## src/rtl/ts_window_z_math_multi_pkg.sv

```systemverilog
// ---------------------------------------------------------------------------
// ts_window_z_math_multi_pkg
// Shared definitions for the multi-channel z-window adder.
//   - Default stub z width and window offset width
//   - Default physical z limits of the detector
//   - clamp_signed(): signed clamp helper used by ts_window_z_bound
// ---------------------------------------------------------------------------
package ts_window_z_math_multi_pkg;

    // Stub z and window offset widths as delivered by the upstream readout
    localparam int STUB_Z_PHY_BITS   = 12;
    localparam int WINDOW_Z_DAT_BITS = 8;

    // Physical z range of the detector, in stub z units
    localparam int Z_MIN_DEFAULT = -2048;
    localparam int Z_MAX_DEFAULT = 2047;

    // Clamp a signed value into [lo_lim, hi_lim]
    function automatic int clamp_signed(input int value, input int lo_lim, input int hi_lim);
        int result;
        result = value;
        if (value < lo_lim) begin
            result = lo_lim;
        end else if (value > hi_lim) begin
            result = hi_lim;
        end
        return result;
    endfunction

endpackage

```

## src/rtl/ts_window_z_math_multi_if.sv

```systemverilog
// ---------------------------------------------------------------------------
// ts_window_z_math_multi_if
// Bundles the per-channel data path of ts_window_z_math_multi.
//   in_valid  [NCH]          per-channel input qualifier
//   stub_dat  [NCH*ZBITS]    signed stub z, channel c at [c*ZBITS +: ZBITS]
//   z_lo_off  [NCH*OFFBITS]  signed lower-boundary offset
//   z_hi_off  [NCH*OFFBITS]  signed upper-boundary offset
//   cnt_clr                  clear all window counters
//   out_valid [NCH]          per-channel result qualifier
//   win_lo    [NCH*ZBITS]    signed lower window boundary
//   win_hi    [NCH*ZBITS]    signed upper window boundary
//   win_empty [NCH]          window is empty (lo > hi)
//   win_cnt   [NCH*CNTBITS]  saturating count of non-empty windows
// master: the producer side (LUT readout / bench); slave: the window adder.
// ---------------------------------------------------------------------------
interface ts_window_z_math_multi_if #(
    parameter int NCH     = 4,
    parameter int ZBITS   = 12,
    parameter int OFFBITS = 8,
    parameter int CNTBITS = 16
);

    logic [NCH-1:0]         in_valid;
    logic [NCH*ZBITS-1:0]   stub_dat;
    logic [NCH*OFFBITS-1:0] z_lo_off;
    logic [NCH*OFFBITS-1:0] z_hi_off;
    logic                   cnt_clr;
    logic [NCH-1:0]         out_valid;
    logic [NCH*ZBITS-1:0]   win_lo;
    logic [NCH*ZBITS-1:0]   win_hi;
    logic [NCH-1:0]         win_empty;
    logic [NCH*CNTBITS-1:0] win_cnt;

    modport master (
        output in_valid, stub_dat, z_lo_off, z_hi_off, cnt_clr,
        input  out_valid, win_lo, win_hi, win_empty, win_cnt
    );

    modport slave (
        input  in_valid, stub_dat, z_lo_off, z_hi_off, cnt_clr,
        output out_valid, win_lo, win_hi, win_empty, win_cnt
    );

endinterface

```

## src/rtl/ts_window_z_bound.sv

```systemverilog
// ---------------------------------------------------------------------------
// ts_window_z_bound
// One channel, one window boundary: stub z + offset, reduced back to ZBITS.
// Purely combinational.
//   stub   [ZBITS]    signed stub z
//   off    [OFFBITS]  signed window offset
//   bound  [ZBITS]    signed boundary
// Build option TS_WINDOW_Z_SAT_EN: when defined the sum is clamped to
// [ZMIN, ZMAX]; otherwise it wraps to ZBITS like the legacy adder.
// ---------------------------------------------------------------------------
module ts_window_z_bound
    import ts_window_z_math_multi_pkg::*;
#(
    parameter int ZBITS   = STUB_Z_PHY_BITS,
    parameter int OFFBITS = WINDOW_Z_DAT_BITS,
    parameter int ZMIN    = Z_MIN_DEFAULT,
    parameter int ZMAX    = Z_MAX_DEFAULT
) (
    input  logic signed [ZBITS-1:0]   stub,
    input  logic signed [OFFBITS-1:0] off,
    output logic signed [ZBITS-1:0]   bound
);

    logic signed [ZBITS:0] stub_ext;
    logic signed [ZBITS:0] off_ext;
    logic signed [ZBITS:0] sum;

    // One extra bit holds any stub + offset without overflow
    always_comb begin
        stub_ext = {stub[ZBITS-1], stub};
        off_ext  = {{(ZBITS + 1 - OFFBITS){off[OFFBITS-1]}}, off};
        sum      = stub_ext + off_ext;
    end

`ifdef TS_WINDOW_Z_SAT_EN
    assign bound = ZBITS'(clamp_signed(int'(sum), ZMIN, ZMAX));
`else
    // Wrap: the carry bit and the z limits play no part in this build
    logic unused_carry;
    localparam int UNUSED_LIMIT_SPAN = ZMAX - ZMIN;

    assign bound        = sum[ZBITS-1:0];
    assign unused_carry = sum[ZBITS];
`endif

endmodule

```

## src/rtl/ts_window_z_math_multi.sv

```systemverilog
// ---------------------------------------------------------------------------
// ts_window_z_math_multi
// Multi-channel, pipelined z-window adder. For every channel the stub z is
// added to the lower and upper window offsets; the result is flagged empty
// when lo > hi, delayed to LAT cycles total, and non-empty windows are
// counted per channel with a saturating counter.
//   clk   processing clock
//   rst   synchronous reset, active-high (clears every flop)
//   bus   ts_window_z_math_multi_if.slave (inputs, results, counters)
// Build option TS_WINDOW_Z_SAT_EN: clamp sums to [ZMIN, ZMAX] instead of
// wrapping them to ZBITS.
// ---------------------------------------------------------------------------
module ts_window_z_math_multi
    import ts_window_z_math_multi_pkg::*;
#(
    parameter int NCH     = 4,
    parameter int ZBITS   = STUB_Z_PHY_BITS,
    parameter int OFFBITS = WINDOW_Z_DAT_BITS,
    parameter int LAT     = 2,
    parameter int ZMIN    = Z_MIN_DEFAULT,
    parameter int ZMAX    = Z_MAX_DEFAULT,
    parameter int CNTBITS = 16
) (
    input  logic                       clk,
    input  logic                       rst,
    ts_window_z_math_multi_if.slave    bus
);

    logic [NCH-1:0][ZBITS-1:0] next_lo;
    logic [NCH-1:0][ZBITS-1:0] next_hi;
    logic [NCH-1:0]            next_empty;

    // Pipeline stage 0 is the arithmetic register; later stages are delay
    logic [NCH-1:0]            pipe_valid [LAT];
    logic [NCH-1:0][ZBITS-1:0] pipe_lo    [LAT];
    logic [NCH-1:0][ZBITS-1:0] pipe_hi    [LAT];
    logic [NCH-1:0]            pipe_empty [LAT];

    logic [NCH-1:0][CNTBITS-1:0] cnt;

    // Two boundary adders per channel plus the signed empty test
    for (genvar c = 0; c < NCH; c++) begin : g_ch
        logic signed [ZBITS-1:0] lo_b;
        logic signed [ZBITS-1:0] hi_b;

        ts_window_z_bound #(
            .ZBITS   (ZBITS),
            .OFFBITS (OFFBITS),
            .ZMIN    (ZMIN),
            .ZMAX    (ZMAX)
        ) u_lo (
            .stub  (bus.stub_dat[c*ZBITS +: ZBITS]),
            .off   (bus.z_lo_off[c*OFFBITS +: OFFBITS]),
            .bound (lo_b)
        );

        ts_window_z_bound #(
            .ZBITS   (ZBITS),
            .OFFBITS (OFFBITS),
            .ZMIN    (ZMIN),
            .ZMAX    (ZMAX)
        ) u_hi (
            .stub  (bus.stub_dat[c*ZBITS +: ZBITS]),
            .off   (bus.z_hi_off[c*OFFBITS +: OFFBITS]),
            .bound (hi_b)
        );

        assign next_lo[c]    = lo_b;
        assign next_hi[c]    = hi_b;
        assign next_empty[c] = (lo_b > hi_b);
    end

    // Data only moves with its valid bit, so each channel's outputs keep
    // the last delivered window while that channel is idle
    always_ff @(posedge clk) begin
        if (rst) begin
            for (int s = 0; s < LAT; s++) begin
                pipe_valid[s] <= '0;
                pipe_lo[s]    <= '0;
                pipe_hi[s]    <= '0;
                pipe_empty[s] <= '0;
            end
        end else begin
            pipe_valid[0] <= bus.in_valid;
            for (int c = 0; c < NCH; c++) begin
                if (bus.in_valid[c]) begin
                    pipe_lo[0][c]    <= next_lo[c];
                    pipe_hi[0][c]    <= next_hi[c];
                    pipe_empty[0][c] <= next_empty[c];
                end
            end
            for (int s = 1; s < LAT; s++) begin
                pipe_valid[s] <= pipe_valid[s-1];
                for (int c = 0; c < NCH; c++) begin
                    if (pipe_valid[s-1][c]) begin
                        pipe_lo[s][c]    <= pipe_lo[s-1][c];
                        pipe_hi[s][c]    <= pipe_hi[s-1][c];
                        pipe_empty[s][c] <= pipe_empty[s-1][c];
                    end
                end
            end
        end
    end

    // Count emitted non-empty windows; clear wins over increment and the
    // counter sticks at all-ones instead of wrapping
    always_ff @(posedge clk) begin
        if (rst) begin
            cnt <= '0;
        end else begin
            for (int c = 0; c < NCH; c++) begin
                if (bus.cnt_clr) begin
                    cnt[c] <= '0;
                end else if (pipe_valid[LAT-1][c] && !pipe_empty[LAT-1][c] && !(&cnt[c])) begin
                    cnt[c] <= cnt[c] + 1'b1;
                end
            end
        end
    end

    assign bus.out_valid = pipe_valid[LAT-1];
    assign bus.win_lo    = pipe_lo[LAT-1];
    assign bus.win_hi    = pipe_hi[LAT-1];
    assign bus.win_empty = pipe_empty[LAT-1];
    assign bus.win_cnt   = cnt;

endmodule

```

## src/flat_wrapper.sv

```systemverilog
// flat-port wrapper written by rule: the top's interface ports become plain ports
module ts_window_z_math_multi_flat import ts_window_z_math_multi_pkg::*;
#(
    parameter int NCH     = 4,
    parameter int ZBITS   = STUB_Z_PHY_BITS,
    parameter int OFFBITS = WINDOW_Z_DAT_BITS,
    parameter int LAT     = 2,
    parameter int ZMIN    = Z_MIN_DEFAULT,
    parameter int ZMAX    = Z_MAX_DEFAULT,
    parameter int CNTBITS = 16
)
  (clk, rst, bus_in_valid, bus_stub_dat, bus_z_lo_off, bus_z_hi_off, bus_cnt_clr, bus_out_valid, bus_win_lo, bus_win_hi, bus_win_empty, bus_win_cnt);
  ts_window_z_math_multi_if #(.NCH(NCH), .ZBITS(ZBITS), .OFFBITS(OFFBITS), .CNTBITS(CNTBITS)) bus_i ();
  input  logic clk;
  input  logic rst;
  input wire logic [$bits(bus_i.in_valid)-1:0] bus_in_valid;
  input wire logic [$bits(bus_i.stub_dat)-1:0] bus_stub_dat;
  input wire logic [$bits(bus_i.z_lo_off)-1:0] bus_z_lo_off;
  input wire logic [$bits(bus_i.z_hi_off)-1:0] bus_z_hi_off;
  input wire logic [$bits(bus_i.cnt_clr)-1:0] bus_cnt_clr;
  output wire logic [$bits(bus_i.out_valid)-1:0] bus_out_valid;
  output wire logic [$bits(bus_i.win_lo)-1:0] bus_win_lo;
  output wire logic [$bits(bus_i.win_hi)-1:0] bus_win_hi;
  output wire logic [$bits(bus_i.win_empty)-1:0] bus_win_empty;
  output wire logic [$bits(bus_i.win_cnt)-1:0] bus_win_cnt;
  assign bus_i.in_valid = bus_in_valid;
  assign bus_i.stub_dat = bus_stub_dat;
  assign bus_i.z_lo_off = bus_z_lo_off;
  assign bus_i.z_hi_off = bus_z_hi_off;
  assign bus_i.cnt_clr = bus_cnt_clr;
  assign bus_out_valid = bus_i.out_valid;
  assign bus_win_lo = bus_i.win_lo;
  assign bus_win_hi = bus_i.win_hi;
  assign bus_win_empty = bus_i.win_empty;
  assign bus_win_cnt = bus_i.win_cnt;
  ts_window_z_math_multi #(.NCH(NCH), .ZBITS(ZBITS), .OFFBITS(OFFBITS), .LAT(LAT), .ZMIN(ZMIN), .ZMAX(ZMAX), .CNTBITS(CNTBITS)) u_core (.clk(clk), .rst(rst), .bus(bus_i));
endmodule
```

## config.mk

```make
export PLATFORM = sky130hd
export DESIGN_NAME = ts_window_z_math_multi_flat
export DESIGN_NICKNAME = d
export VERILOG_FILES = /design/src/rtl/ts_window_z_math_multi_pkg.sv /design/src/rtl/ts_window_z_math_multi_if.sv /design/src/rtl/ts_window_z_bound.sv /design/src/rtl/ts_window_z_math_multi.sv /design/src/flat_wrapper.sv
export SDC_FILE = /design/constraint.sdc
export NUM_CORES = 1
export LEC_CHECK = 0
export ABC_AREA = 1
export BUFFER_PORTS_ARGS = -buffer_cell sky130_fd_sc_hd__buf_2
export CAP_MARGIN = 20
export CORE_MARGIN = 2
export CORE_UTILIZATION = 57
export DETAILED_ROUTE_END_ITERATION = 16
export PLACE_DENSITY = 0.81
export SLEW_MARGIN = 15
export SYNTH_ARGS = -nofsm -noshare
export SYNTH_HDL_FRONTEND = slang
export SYNTH_SLANG_ARGS = --single-unit
export TNS_END_PERCENT = 1
```

## constraint.sdc

```tcl
create_clock -name clk -period 2.71 [get_ports clk]
set_input_delay 0.1355 -clock clk [delete_from_list [all_inputs] [get_ports clk]]
set_output_delay 0.1355 -clock clk [all_outputs]
set_load 0.005 [all_outputs]
```

==> results by group <==
Floorplan
  • Die X: 178.9 um
  • Die H: 178.9 um
  • Initial Util: 0.5746
  • Die area: 32,010 um2
  • I/O Pins: 287
  • Placeable Area: 30,350 um2
  • Rows: 64

Yosys
  • FFs w/ async S/R, synth: 0
  • Unique masters post-synth: 37
  • Cell taking the most area after synthesis: edfxtp_1
  • Average cell area after synthesis: 7.719 um2
  • Synth area leaders: edfxtp_1, nand2_1, ha_1, nor2_1, dfxtp_1
  • Post-synthesis sequential area ratio: 0.4271
  • Number of synthesized register bits: 272
  • Post-synth EDFFs: 200
  • Ys flop type: edfxtp_1
  • Synthesized area: 17,440 um2
  • Synth warn: 0
  • Synthesized instance count: 2,259
  • Post-synthesis net count: 2,526
  • Area share of the largest cell type after synthesis: 0.3444

GRT
  • Pin count of the biggest net entering global routing: 98
  • Vias in the first global route: 14,730
  • Total track usage: 0.2694
  • Global route total overflow: 0
  • First-pass GRT wire length: 69,460 um
  • Initial antenna violation count: 2

STA
  • Max-slew violations: 0
  • Final setup margin: 0.5684 ns
  • Crit path time final: 2.142 ns
  • Relative slew slack: 0.4869
  • Endpoints failing hold: 0
  • Max Clock Freq: 466.9 MHz
  • Clk_skew: 0.01035 ns
  • Final Cycle Share: 0.7903
  • Worst Tran Pin Value: 0.7645 ns
  • Unrepaired setup endpoints after global routing: false
  • Setup TNS: 0 ns
  • Final Setup Violations: 0

Worst setup path
  • WP data arrival: 2.43 ns
  • Worst-path fanout max: 4
  • WS Path Type: in -> reg
  • CP required: 3.00 ns
  • CP Capture Type: flop
  • Crit path largest cell delay: 0.47 ns
  • Worst reg2reg setup slack: 0.58 ns
  • Critical-path cell with the highest stage delay: fa_1
  • Worst reg2reg startpoint: u_core.bus.win_cnt[0]
  • Crit path launch type: primary input
  • Top delay family on crit path: simple AND/OR/NAND/NOR gates
  • Reg2Reg Depth: 8
  • Worst flop-to-flop path endpoint: u_core.bus.win_cnt[1]
  • Cell-by-cell trace of the critical path: buf_2 -> ha_1 -> fa_1 -> nand3_1 -> nand3_1 -> nand4_1 -> nand2_1 -> nand2_1 -> nand2_1 -> ha_1 -> nand2_1 -> nor2_1 -> nand2_1 -> inv_1 -> nand2_1 -> nand3_1 -> nand2_1 -> nand2_1 -> nor2_1
  • CP dominant cell by count: nand2_1
  • Worst path bufs/invs: 2

Finish
  • Area Overhead vs Synth: 15.68%
  • Utilization after layout: 0.6647
  • Fraction of layout cells with a size suffix above 1: 0.1410
  • Fin area: 20,170 um2
  • Fin nets: 2,827

Place
  • DP Worst Slack: 0.06049 ns
  • Global placement routability congestion: 0.9896
  • I/O Buffers: 286
  • Placed instance area: 19,240 um2
  • Detailed placer's ending HPWL: 34,150 um

Job
  • Max-cap violation count: 0

Power
  • PD cells: 566.9 nW/um2
  • Max IR drop VDD: 477.7 uV
  • Tot Pwr: 11.44 mW
  • Leakage: 10.13 nW

Clock network
  • CTS max path bufs: 3
  • Cts hold-fix bufs: 6
  • Reg clk slew, reported paths: 0.06 ns
  • CTS Buf Count: 28
  • CTS tree: yes
  • CTS root buffer: clkbuf_16
  • Post_cts resized: 0
  • Clk Latency, worst-skew pair: 0.54 ns
  • Htree depth: 1
  • Setup Buffers After CTS: 0
  • Clock sink count: 272

Routing
  • Number of DRC markers in iteration 0: 999
  • DRT antenna net count: 0
  • Vias: 15,670
  • Via density: 5.257
  • Pre-antenna DRT Iters: 5
  • Routed Wire Length: 43,900 um
  • Routed WL per cell: 14.73 um
  • Post-route DRC violation count: 0

Hold path
  • Worst hold path type: in -> reg
  • Hold Path Sink: u_core.bus.win_cnt[63]
  • Worst Min Path Start: bus_cnt_clr
  • Hold depth: 5

Status
  • Status: finished clean
-- Yosys cell counts (3+ instances only) --
master    number
nand2_1      580
nor2_1       407
inv_1        354
edfxtp_1     200
ha_1         140
nand3_1      134
a21oi_1      111
dfxtp_1       72
xnor2_1       40
nand4_1       38
xor2_1        36
o21ai_0       22
a21o_1        16
buf_6         13
clkbuf_1      12
nor3_1        11
o21bai_1      10
buf_2          9
fa_1           8
nand3b_1       8
buf_4          6
and2_1         5
inv_2          4
nor2_2         3
o21ai_1        3
-- logic make-up (layout without fill, tap and decap cells) --
logic type | count (synthesis) | after routing | share of synthesized area
compound gates | 168 | 168 | 0.05302
flops | 272 | 272 | 0.4271
xor+xnor | 76 | 76 | 0.03817
other cells | 0 | 3 | 0
simple gates | 1196 | 1196 | 0.2787
buf+inv | 399 | 722 | 0.09342
fa+ha+maj | 148 | 148 | 0.1096
-- registers in the layout, indices dropped and copies added (netlist names) --
register and flops:
u_core.pipe_hi 96, u_core.pipe_lo 96, u_core.pipe_valid 8, u_core.pipe_empty 8, u_core.bus.win_cnt 64
-- worst reg2reg max path: stages (launching register included) --
cell	delay [ns]
dfxtp_1	0.47
ha_1	0.29
inv_1	0.06
nor2_1	0.09
nand3_1	0.10
nand2_1	0.36
nand2_2	0.33
o21ai_0	0.26
nor2_1	0.07
-- stage by stage --
step	instances	hold WS, ns
final	2981	0.08921
after global routing	2980	0.09813
after CTS	2978	0.06273
after detailed placement	2920	0.3959
after global placement	2920	0.3921
after floorplan	2259	0.2715
-- power by group --
| part | leakage, nW | internal [mW] | switching (mW) |
|---|---|---|---|
| clock network | 0.411 | 2.05 | 1.59 |
| logic | 7.05 | 1.01 | 1.69 |
| registers | 2.67 | 4.96 | 0.135 |
| total | 10.1 | 8.02 | 3.42 |
-- layout by cell type (no fill, tap or decap), types with 3 or more instances in the layout --
cell type / count
o21ai_1: 3
inv_1: 354
edfxtp_1: 200
fa_1: 8
nor3_1: 11
clkbuf_1: 6
a21oi_1: 111
dlygate4sd3_1: 6
a21o_1: 16
clkinv_2: 5
clkinv_1: 6
nor2_1: 407
o21bai_1: 10
nor2_2: 3
clkbuf_16: 29
and2_1: 5
nand3b_1: 8
ha_1: 140
nand4_1: 38
buf_2: 286
diode_2: 3
clkinvlp_4: 4
nand2_1: 580
xnor2_1: 40
xor2_1: 36
nand3_1: 134
buf_4: 18
inv_2: 4
o21ai_0: 22
dfxtp_1: 72
-- final cells by class --
class / instances / area [um2]
fillers: 2541 / 10180
multi-input cells: 1588 / 8362
flip-flops and latches: 272 / 7447
repair buffers: 311 / 1647
inverters: 359 / 1348
clock buffers: 35 / 748.2
well taps: 396 / 495.5
clock inverters: 17 / 117.6
diodes: 3 / 7.507
-- routing by layer --
metal  routed length, um  track usage  share of wire  vias to the layer above
met4                1394      0.09383          0.032                        0
met3                3133      0.03732          0.071                       95
met5                   0            0              0                        -
met2               21280       0.4700           0.48                      629
li1                    -            -              -                     7820
met1               18090       0.3422           0.41                     7126
-- worst max path at each step --
| stage | start | end | slack, ns | cells after the start |
|---|---|---|---|---|
| 2_1_floorplan | bus_z_lo_off[24] | u_core.pipe_empty[0][3] | 0.31 | 16 |
| 5_1_grt | bus_stub_dat[0] | u_core.pipe_empty[0][0] | 0.34 | 18 |
| 3_3_place_gp | bus_z_lo_off[24] | u_core.pipe_empty[0][3] | 0.12 | 17 |
| 3_5_place_dp | bus_z_hi_off[16] | u_core.pipe_empty[0][2] | 0.06 | 19 |
| 6_report | bus_stub_dat[24] | u_core.pipe_empty[0][2] | 0.57 | 19 |
| 4_1_cts | u_core.bus.win_cnt[0] | u_core.bus.win_cnt[1] | 0.60 | 8 |
Note: power is estimated with default switching activity, not from simulation.
